### config.mk
export PLATFORM = sky130hd
export DESIGN_NAME = tx_huge_page_rd_requester
export DESIGN_NICKNAME = d
export VERILOG_FILES = /design/src/rtl/tx_huge_page_rd_requester.sv
export SDC_FILE = /design/constraint.sdc
export NUM_CORES = 1
export LEC_CHECK = 0
export CAP_MARGIN = 20
export CORE_MARGIN = 2
export CORE_UTILIZATION = 45
export CTS_CLUSTER_DIAMETER = 60
export DETAILED_ROUTE_END_ITERATION = 7
export PLACE_DENSITY = 0.76
export SLEW_MARGIN = 20
export SYNTH_ARGS = -nofsm -noshare
export SYNTH_HDL_FRONTEND = slang
export SYNTH_SLANG_ARGS = --single-unit
### constraint.sdc
create_clock -name trn_clk -period 3.4 [get_ports trn_clk]
set_input_delay 0.68 -clock trn_clk [delete_from_list [all_inputs] [get_ports trn_clk]]
set_output_delay 0.68 -clock trn_clk [all_outputs]
set_load 0.05 [all_outputs]
### src/rtl/tx_huge_page_rd_requester.sv
// Huge-page read requester: splits host pages into MRd64 TLPs on TRN TX
// and hands each page back once all requested qwords have completed.
module tx_huge_page_rd_requester #(
   parameter int MAX_RD_QWORDS = 16
) (
   input  logic        trn_clk,
   input  logic        reset_n,
   input  logic [63:0] huge_page_addr_1,
   input  logic [63:0] huge_page_addr_2,
   input  logic [31:0] huge_page_qwords_1,
   input  logic [31:0] huge_page_qwords_2,
   input  logic        huge_page_to_hw_1,
   input  logic        huge_page_to_hw_2,
   output logic        huge_page_to_host_1,
   output logic        huge_page_to_host_2,
   input  logic [15:0] cfg_completer_id,
   output logic [63:0] trn_td,
   output logic [7:0]  trn_trem_n,
   output logic        trn_tsof_n,
   output logic        trn_teof_n,
   output logic        trn_tsrc_rdy_n,
   input  logic        trn_tdst_rdy_n,
   input  logic        rd_cpl_valid,
   input  logic [7:0]  rd_cpl_qwords,
   output logic        err_cpl_overflow
);

   typedef enum logic [2:0] {
      IDLE, SEL, HDR0, HDR1, WAIT_CPL, RELEASE, HOLD
   } state_t;

   localparam logic [31:0] MAX_Q = 32'(MAX_RD_QWORDS);

   state_t      state, state_nx;
   logic        cur_page;   // 0 = page 1, 1 = page 2
   logic        next_page;
   logic [63:0] cur_addr;
   logic [31:0] remaining;
   logic [31:0] expected;
   logic [32:0] rcvd;
   logic [6:0]  chunk;
   logic [4:0]  tag;
   logic        err;

   logic        pick_1, pick_2;
   logic        xfer;
   logic        last_chunk;
   logic [31:0] to_bound;
   logic [31:0] lim;
   logic [31:0] chunk_c;
   logic [9:0]  len_dw;

   always_comb begin
      pick_1 = 1'b0;
      pick_2 = 1'b0;
      if (!next_page) begin
         pick_1 = huge_page_to_hw_1;
         pick_2 = !huge_page_to_hw_1 && huge_page_to_hw_2;
      end else begin
         pick_2 = huge_page_to_hw_2;
         pick_1 = !huge_page_to_hw_2 && huge_page_to_hw_1;
      end
   end

   // Largest request that stays inside the current 4 KB block
   always_comb begin
      to_bound = 32'd512 - {23'd0, cur_addr[11:3]};
      lim      = (MAX_Q < to_bound) ? MAX_Q : to_bound;
      chunk_c  = (remaining < lim) ? remaining : lim;
   end

   assign xfer       = !trn_tdst_rdy_n;
   assign last_chunk = (remaining == {25'd0, chunk});
   assign len_dw     = {2'b00, chunk, 1'b0};

   always_comb begin
      state_nx = state;
      unique case (state)
         IDLE:     if (pick_1 || pick_2) state_nx = SEL;
         SEL:      state_nx = (remaining == 32'd0) ? WAIT_CPL : HDR0;
         HDR0:     if (xfer) state_nx = HDR1;
         HDR1:     if (xfer) state_nx = last_chunk ? WAIT_CPL : SEL;
         WAIT_CPL: if (rcvd >= {1'b0, expected}) state_nx = RELEASE;
         RELEASE:  state_nx = HOLD;
         HOLD:     state_nx = IDLE;
         default:  state_nx = IDLE;
      endcase
   end

   always_ff @(posedge trn_clk or negedge reset_n) begin
      if (!reset_n) state <= IDLE;
      else          state <= state_nx;
   end

   always_ff @(posedge trn_clk or negedge reset_n) begin
      if (!reset_n) begin
         cur_page  <= 1'b0;
         next_page <= 1'b0;
         cur_addr  <= '0;
         remaining <= '0;
         expected  <= '0;
         rcvd      <= '0;
         chunk     <= '0;
         tag       <= '0;
         err       <= 1'b0;
      end else begin
         if (state != IDLE && state != HOLD && rd_cpl_valid)
            rcvd <= rcvd + {25'd0, rd_cpl_qwords};
         unique case (state)
            IDLE: begin
               if (pick_1) begin
                  cur_page  <= 1'b0;
                  cur_addr  <= huge_page_addr_1;
                  remaining <= huge_page_qwords_1;
                  expected  <= huge_page_qwords_1;
                  rcvd      <= '0;
               end else if (pick_2) begin
                  cur_page  <= 1'b1;
                  cur_addr  <= huge_page_addr_2;
                  remaining <= huge_page_qwords_2;
                  expected  <= huge_page_qwords_2;
                  rcvd      <= '0;
               end
            end
            SEL: chunk <= chunk_c[6:0];
            HDR1: begin
               if (xfer) begin
                  cur_addr  <= cur_addr + {54'd0, chunk, 3'b000};
                  remaining <= remaining - {25'd0, chunk};
                  tag       <= tag + 5'd1;
               end
            end
            WAIT_CPL: if (rcvd > {1'b0, expected}) err <= 1'b1;
            RELEASE:  next_page <= !cur_page;
            default: ;
         endcase
      end
   end

   always_comb begin
      trn_td = '0;
      unique case (state)
         HDR0: trn_td = {1'b0, 7'b0100000, 8'h00, 6'b000000, len_dw,
                         cfg_completer_id, 3'b000, tag, 4'hF, 4'hF};
         HDR1: trn_td = {cur_addr[63:3], 3'b000};
         default: ;
      endcase
   end

   assign trn_trem_n          = 8'h00;
   assign trn_tsof_n          = (state != HDR0);
   assign trn_teof_n          = (state != HDR1);
   assign trn_tsrc_rdy_n      = !(state == HDR0 || state == HDR1);
   assign huge_page_to_host_1 = (state == RELEASE) && !cur_page;
   assign huge_page_to_host_2 = (state == RELEASE) && cur_page;
   assign err_cpl_overflow    = err;

endmodule
==> results.ini, run 1 <==
[timing]
skew_ps=13.41
finalHoldWorstSlack_ps=239.5
slew_viol_final=0
min_period_over_period=0.9640
hold_violations=0
finalCriticalPeriod_ps=3278
fin_ws_ps=122.4
max_freq_mhz=305.1
worst_pin_slew_ps=1082
tns_ps=0
slew_headroom=0.2759
setup_viol=0

[floorplan]
core.rowCount=61
dieArea_sq_um=30050
die_y_microns=173.3
start_util=0.4607
coreArea_sq_um=28010
ios=300
die_x_microns=173.3

[global_route]
grt_start_max_net_pins=94
antenna_found_initial=3
grt_util_met2=0.4922
grtUsageMet3=0.05351
grt_pass1_wl_microns=69830
grt_pass1_vias=13280
grt_usage=0.2883
busiest_layer=met2
overflow=0
grt_use_met1=0.3658

[logic_synthesis]
yosysUniqueCellTypes=80
ys_ff_latch=176
synthTopCellsByArea=dfrtp_1 (34%), nand2_1 (7.3%), ha_1 (6.2%), a21oi_1 (4.7%), mux2i_1 (4.5%)
synthFlopType=dfrtp_1
synth-edff-count=0
async_reset_ff_frac=1.000
ys_warn_count=0
syn-mean-instance-area_sq_um=7.951
netlist.area_leader.share=0.3413
syn_area_sq_um=12900
yosysTopAreaCell=dfrtp_1
netlist_instances=1623
synth-seq-area-share=0.3413

[finish]
final_common_cell=nand2_1
utilization=0.6116
drive_gt1_frac=0.1105
syn2layout_area_growth_pct=32.75
fill_cells=2500
final_nets=2187
instances_no_fill=2289
final_cell_mix=nand2_1 (250), clkdlybuf4s50_1 (219), dfrtp_1 (173), nor2_1 (136), a21oi_1 (119)
final_area_sq_um=17130

[drt]
wl_per_cell_microns=19.13
wl_microns=43780
drt-initial-drc-count=1438
drc_errors=0
vias=13490
vias_per_cell=5.893
firstDrtPassIters=6
ant_nets=0

[pwr]
power.switching_mw=7.599
clkPwrFrac=0.128
ir_drop_mv=0.6396
p_leak_nw=7.443
swShare=0.5039
powerDensity_nw_per_um2=880.3
p_comb_frac=0.609
finalPower_mw=15.08
p_int_mw=7.482
pwr-share-seq=0.262

[placed_design]
dp_hpwl_microns=32790
pre_cts_slack_ps=-40.35
placed_cell_area_sq_um=16420
placedCellCount=2244
portBuffers=285
place_congestion=0.9301

[critical_path]
start_kind=flip-flop
arrival_ps=3650
crit_fanout=4
cp_slowest_stage_delay_ps=560
path_buf_inv=12
critPathSlowestCell=or4_1
path_cells=or4_1 > o21a_1 > o21ai_1 > nor2_2 > buf_4 > buf_4 > buf_4 > buf_4 > buf_4 > buf_4 > buf_4 > buf_4 > buf_4 > buf_4 > buf_4 > buf_4 > nand4b_1 > o221a_2
cp_top_family=buffers and inverters
required_ps=3780
crit_type=flip-flop to flip-flop
endpoint_kind=flip-flop
crit_top_cell=buf_4

[clocking]
numClockSinks=176
cts_buffers=17
cts-root-buf=clkbuf_16
cts.htree.levels=4
clockBufferDepth=2
cts_tree=done
clk_pin_slew_ps=70
clock_latency_ps=450
ctsHoldBuffers=0

[run_status]
status=finished clean

[flow_run]
maxCapViolCount=0

[min_path]
hp-class=input pin to async pin

[cell usage after synthesis, types with 5 or more instances]
cell type and instances:
and4_1 12, or3_1 11, nand2_1 251, o22a_1 10, and2_1 26, mux2i_1 58
o211ai_1 18, nor2b_1 8, o31ai_1 13, clkbuf_1 72, buf_4 11, a31oi_1 13
nor3_1 36, nand3_1 86, a311oi_1 15, a41oi_1 5, o311ai_0 6, a211oi_1 16
ha_1 64, xor2_1 19, a32oi_1 5, dfrtp_1 176, xnor2_1 24, nor4_1 27
a21boi_0 11, a21oi_1 120, a21o_1 14, nand4_1 36, nand2b_1 7, or4_1 6
and3_1 28, nor2_1 141, o21ai_0 88, o21a_1 13, buf_1 18, inv_1 68
[per-layer routing]
| metal | share of wire | wire length (microns) | vias to the layer above |
|---|---|---|---|
| met5 | 0.00018 | 8 | - |
| met4 | 0.032 | 1413 | 2 |
| met3 | 0.069 | 3011 | 93 |
| met2 | 0.49 | 21290 | 569 |
| met1 | 0.41 | 18060 | 6444 |
| li1 | - | - | 6381 |
[cells by family after synthesis]
kind of cell | Yosys count | synth area share
flip-flops | 176 | 0.3413
XOR/XNOR | 43 | 0.02918
buffers and inverters | 174 | 0.05429
adder cells (fa/ha/maj) | 67 | 0.06671
AND/OR/NAND/NOR | 703 | 0.2629
AO/OA/AOI/OAI | 399 | 0.1991
other | 2 | 0.0005820
multiplexers | 59 | 0.04586
[cell type report]
cell class                 instances  area [sq um]  share of cell area
antenna                            1         2.502           0.0001461
sequential                       176          4408              0.2573
inverter                          68         255.2             0.01490
tap                              378         473.0             0.02761
clock buffer                      18         429.2             0.02505
clock inverter                    13         128.9            0.007523
timing repair buffer             353          3490              0.2037
multi-input combinational       1282          7945              0.4638
[power by group through the flow]
stage | Combinational, mW | Sequential (mW) | Clock [mW]
after floorplan | 6.13 | 3.59 | 0
after global placement | 8.78 | 3.91 | 0
after detailed placement | 8.98 | 3.94 | 0
after CTS | 9.06 | 3.91 | 1.95
after global routing | 9.97 | 4.08 | 2.04
final | 9.19 | 3.95 | 1.94
[worst paths after layout]
check	startpoint	endpoint	slack (ps)	cells after the start
max	cur_addr[4]	chunk[4]	120	18
min	reset_n	expected[2]	240	1
max reg2reg	cur_addr[4]	chunk[4]	120	18
min reg2reg	expected[17]	expected[17]	480	1
max in group asynchronous	reset_n	cur_addr[4]	2330	2
min in group trn_clk	expected[17]	expected[17]	480	1
[registers in the layout, summed over array words and instances, names as in the netlist]
register,cells
state,3
err_cpl_overflow,1
chunk,7
expected,32
tag,5
cur_addr,61
remaining,32
rcvd,33
next_page,1
cur_page,1
[timing repair]
action	CTS	global route
pin swaps	1	3
setup buffers	11	2
gates resized for setup	1	15
gates cloned	0	0
endpoints found under the setup margin	2	7
(Power assumes the default switching activity.)
==> run 2: changes to the inputs <==
--- a/config.mk
+++ b/config.mk
@@ -10,7 +10,7 @@
 export CORE_UTILIZATION = 45
 export CTS_CLUSTER_DIAMETER = 60
 export DETAILED_ROUTE_END_ITERATION = 7
-export PLACE_DENSITY = 0.76
+export PLACE_DENSITY_LB_ADDON = 0.05
 export SLEW_MARGIN = 20
 export SYNTH_ARGS = -nofsm -noshare
 export SYNTH_HDL_FRONTEND = slang
==> results.ini, run 2 (same netlist as run 1, synthesis figures left out) <==
[run_status]
status=finished clean

[timing]
max_freq_mhz=306.7  ; +0.52%
slew_headroom=0.4261  ; +0.1502
worst_pin_slew_ps=853.0  ; -229.1 ps
hold_violations=0  ; unchanged
min_period_over_period=0.9590  ; -0.004991
finalCriticalPeriod_ps=3261  ; -16.97 ps
slew_viol_final=0  ; unchanged
skew_ps=17.49  ; +4.077 ps
setup_viol=0  ; unchanged
fin_ws_ps=139.4  ; +16.97 ps

[finish]
syn2layout_area_growth_pct=33.05
instances_no_fill=2281  ; -0.35%
drive_gt1_frac=0.09301  ; -0.01746
largestRegisters=cur_addr x61, rcvd x33
largest-register=cur_addr
final_nets=2179  ; -0.37%
num_antenna_cells=0  ; -1
final_common_cell=nand2_1
utilization=0.6130  ; +0.001385
final_cell_mix=nand2_1 (250), clkdlybuf4s50_1 (217), dfrtp_1 (174), nor2_1 (136), a21oi_1 (120)
largest_reg_flops=61  ; unchanged

[clocking]
ctsHoldBuffers=0  ; unchanged
clockBufferDepth=2  ; unchanged
clk_pin_slew_ps=80  ; about the same
cts_tree=done
clock_latency_ps=440  ; about the same
cts_buffers=17  ; unchanged
numClockSinks=176  ; unchanged
cts-root-buf=clkbuf_16
cts.htree.levels=4  ; unchanged

[floorplan]
die_x_microns=173.3  ; unchanged
start_util=0.4607  ; unchanged
coreArea_sq_um=28010  ; unchanged
dieArea_sq_um=30050  ; unchanged
die_y_microns=173.3  ; unchanged
core.rowCount=61  ; unchanged
ios=300  ; unchanged

[pwr]
ir_drop_mv=0.6686  ; +4.5%
p_leak_nw=7.771  ; +4.4%
powerDensity_nw_per_um2=873.6  ; -0.77%

[critical_path]
endpoint_kind=flip-flop
crit_type=flip-flop to flip-flop
required_ps=3690  ; -90 ps
crit_fanout=6  ; +2
start_kind=flip-flop
arrival_ps=3550  ; -100 ps

[flow_run]
maxCapViolCount=0  ; unchanged

[placed_design]
dp_hpwl_microns=32670  ; -0.35%
portBuffers=285  ; unchanged
placedCellCount=2248  ; +0.18%
pre_cts_slack_ps=-56.22  ; -15.87 ps
place_congestion=0.8830  ; -5.1%

[drt]
wl_microns=43860  ; +0.17%
ant_nets=0  ; unchanged
vias=13250  ; -1.8%
drt-initial-drc-count=1001  ; -30%
vias_per_cell=5.808  ; -1.4%
wl_per_cell_microns=19.23  ; +0.52%
drc_errors=0  ; unchanged
firstDrtPassIters=5  ; -1

[global_route]
grt_usage=0.2880  ; about the same
grt_pass1_vias=13120  ; -1.2%
grt_start_max_net_pins=74  ; -21%
overflow=0  ; unchanged
antenna_found_initial=0  ; -3
grt_pass1_wl_microns=69940  ; +0.16%

[min_path]
hp-class=input pin to async pin

==> run 2: cell types whose count changed in the layout (fill, tap and decap cells not counted), moves of 2 or more <==
cell,delta
buf_12,-2
buf_4,-31
clkbuf_8,+3
clkdlybuf4s50_1,-2
clkinv_4,+3
clkinvlp_4,-2
dlymetal6s2s_1,+27
==> run 2: cell type report <==
class | count | area [sq um]
Timing Repair Buffer | 345 | 3535
Clock buffer | 21 | 470.5
Multi-Input combinational cell | 1282 | 7933
Clock inverter | 11 | 96.34
Sequential cell | 176 | 4407
Inverter | 68 | 256.5
Fill cell | 2576 | 10840
Tap cell | 378 | 473.0
==> run 2: routing by layer <==
layer  vias to the layer above  part of all wire  GRT usage
li1                       6373                 -          -
met1                      6318              0.43     0.3720
met2                       487              0.48     0.4937
met3                        69             0.060    0.04671
met4                         0             0.027    0.09040
met5                         -                 0          0
==> run 2: final timing paths <==
| path | start | end | slack [ps] | cells after the start |
|---|---|---|---|---|
| setup / recovery | cur_addr[4] | chunk[1] | 140 | 13 |
| hold / removal | reset_n | rcvd[3] | 180 | 1 |
| max in group asynchronous | reset_n | remaining[21] | 2420 | 2 |
| hold reg to reg | tag[4] | tag[4] | 480 | 1 |
| setup reg to reg | cur_addr[4] | chunk[1] | 140 | 13 |
| min in group trn_clk | tag[4] | tag[4] | 480 | 1 |
==> run 2: per-stage QoR <==
stage / power, mW / instance area (sq um) / hold slack (ps) / TNS, ps
global placement: 12.82 / 16480 / 461.7 / -16.98
CTS: 14.96 / 17050 / 194.9 / 0
finish: 15.00 / 17170 / 178.1 / 0
global route: 16.02 / 17170 / 199.0 / -202.2
floorplan: 9.714 / 12940 / 384.4 / 0
detailed placement: 13.00 / 16480 / 467.8 / -69.34
==> run 2: critical path, cell delays in order, from the launching register on <==
cell      delay, ps
dfrtp_2         450
or4_1           560
nor4_2          220
o21ai_2         140
buf_4           150
nor3_1          190
ha_1            250
nand4_1         110
nor2_1           60
or4_4           440
buf_4           160
a21o_1          180
nand4_1         100
o221ai_1        110
==> run 2: repair_timing <==
item | in CTS | in global routing
setup endpoints to repair | 3 | 40
pin swaps | 0 | 1
buffers inserted | 0 | 1
gates resized for setup | 1 | 41
==> run 2: report_power, final <==
group          internal [mW]  switching [mW]
logic                   3.46            5.69
registers               2.97           0.964
clock network           1.01           0.905
==> run 3: changes to the inputs <==
--- a/config.mk
+++ b/config.mk
@@ -8,9 +8,10 @@
 export CAP_MARGIN = 20
 export CORE_MARGIN = 2
 export CORE_UTILIZATION = 45
+export CTS_BUF_LIST = sky130_fd_sc_hd__clkbuf_8 sky130_fd_sc_hd__clkbuf_16
 export CTS_CLUSTER_DIAMETER = 60
 export DETAILED_ROUTE_END_ITERATION = 7
-export PLACE_DENSITY_LB_ADDON = 0.05
+export PLACE_DENSITY = 0.84
 export SLEW_MARGIN = 20
 export SYNTH_ARGS = -nofsm -noshare
 export SYNTH_HDL_FRONTEND = slang
==> results.ini, run 3 (same netlist as run 1, synthesis figures left out) <==
[floorplan]
ios=300  ; unchanged
coreArea_sq_um=28010  ; unchanged
start_util=0.4607  ; unchanged
core.rowCount=61  ; unchanged
die_y_microns=173.3  ; unchanged
die_x_microns=173.3  ; unchanged
dieArea_sq_um=30050  ; unchanged

[timing]
finalHoldWorstSlack_ps=200.0  ; +21.89 ps
tns_ps=0  ; unchanged
max_freq_mhz=316.6  ; +3.2%
slew_headroom=0.4013  ; -0.02477
skew_ps=17.36  ; -0.1324 ps
min_period_over_period=0.9291  ; -0.02995
finalCriticalPeriod_ps=3159  ; -101.8 ps
worst_pin_slew_ps=889.9  ; +36.82 ps
setup_viol=0  ; unchanged
hold_violations=0  ; unchanged
slew_viol_final=0  ; unchanged
fin_ws_ps=241.2  ; +101.8 ps

[placed_design]
placed_cell_area_sq_um=16600  ; +0.72%
place_congestion=0.9249  ; +4.7%
dp_hpwl_microns=32470  ; -0.64%
portBuffers=285  ; unchanged
pre_cts_slack_ps=-20.78  ; +35.45 ps
placedCellCount=2243  ; -0.22%

[critical_path]
endpoint_kind=flip-flop
crit_type=flip-flop to flip-flop
start_kind=flip-flop
r2r-start=cur_addr[4]
arrival_ps=3530  ; -20 ps
crit_path_start=cur_addr[4]
crit_fanout=6  ; unchanged
required_ps=3770  ; +80 ps

[drt]
wl_microns=43960  ; +0.25%
wl_per_cell_microns=19.32  ; +0.51%
drt-initial-drc-count=1440  ; +44%
vias_per_cell=5.951  ; +2.5%
vias=13540  ; +2.2%
ant_nets=0  ; unchanged
drc_errors=0  ; unchanged
firstDrtPassIters=5  ; unchanged

[finish]
fill_cells=2407  ; -6.6%
instances_no_fill=2275  ; -0.26%
final_cell_mix=nand2_1 (250), clkdlybuf4s50_1 (217), dfrtp_1 (174), nor2_1 (137), a21oi_1 (120)
final_common_cell=nand2_1
largest-register=cur_addr
num_antenna_cells=0  ; unchanged
final_nets=2174  ; -0.23%
largest_reg_flops=61  ; unchanged
final_area_sq_um=17270  ; +0.55%
syn2layout_area_growth_pct=33.79
multi_input_area_sq_um=7943  ; +0.13%
utilization=0.6164  ; +0.003395
register_area_sq_um=4407  ; unchanged
drive_gt1_frac=0.1044  ; +0.01136
largestRegisters=cur_addr x61, rcvd x33

[min_path]
hp-class=input pin to async pin

[global_route]
grt_pass1_vias=13530  ; +3.1%
antenna_found_initial=0  ; unchanged
grt_start_max_net_pins=104  ; +41%
grt_pass1_wl_microns=70360  ; +0.60%
overflow=0  ; unchanged
grt_usage=0.2889  ; +0.0009256

[run_status]
status=finished clean

[clocking]
cts-root-buf=clkbuf_16
clock_latency_ps=440  ; about the same
clockBufferDepth=2  ; unchanged
numClockSinks=176  ; unchanged
ctsHoldBuffers=0  ; unchanged
cts.htree.levels=4  ; unchanged
cts_buffers=17  ; unchanged
clk_pin_slew_ps=80  ; about the same
cts_resized=0  ; -1
cts_tree=done
post_cts_buffers=0  ; unchanged

[pwr]
p_leak_nw=7.452  ; -4.1%
finalPower_mw=15.36  ; +2.4%
powerDensity_nw_per_um2=889.5  ; +1.8%
ir_drop_mv=0.5586  ; -16%

[flow_run]
maxCapViolCount=0  ; unchanged

-- run 3: routing by layer --
metal  routed length (microns)  track usage  up-vias
li1                          -            -     6341
met3                      3204      0.05373      103
met5                         0            0        -
met4                      1466       0.1098        0
met1                     17710       0.3540     6462
met2                     21580       0.5043      633
-- run 3: cell type report --
| type | instances | share of cell area |
|---|---|---|
| Sequential cell | 176 | 0.2552 |
| Timing Repair Buffer | 340 | 0.2089 |
| Multi-Input combinational cell | 1282 | 0.4600 |
| Inverter | 68 | 0.01478 |
| Tap cell | 378 | 0.02739 |
| Clock buffer | 19 | 0.02623 |
| Clock inverter | 12 | 0.007392 |
-- run 3: report_power, final --
part | switching (mW) | internal (mW) | total (mW)
registers | 1.01 | 2.97 | 3.97
clock network | 0.915 | 1.07 | 1.98
logic | 5.74 | 3.66 | 9.40
-- run 3: final timing paths --
path / to / slack (ps) / cells past startpoint
worst max-delay path: chunk[2] / 240 / 12
worst min register to register: expected[17] / 480 / 1
worst max register to register: chunk[2] / 240 / 12
min in group trn_clk: expected[17] / 480 / 1
max in group asynchronous: cur_addr[51] / 2340 / 2
worst min-delay path: rcvd[3] / 200 / 1
-- run 3: critical path, stage by stage (launching register included) --
cell     delay [ps]
dfrtp_2         450
or4_4           550
nor4_4          230
o21ai_2         100
buf_4           140
nor3_2          160
ha_1            250
nand4_1         120
nor2_1           60
or4_4           460
nor2_1          130
mux2_2          340
o21ai_1         110
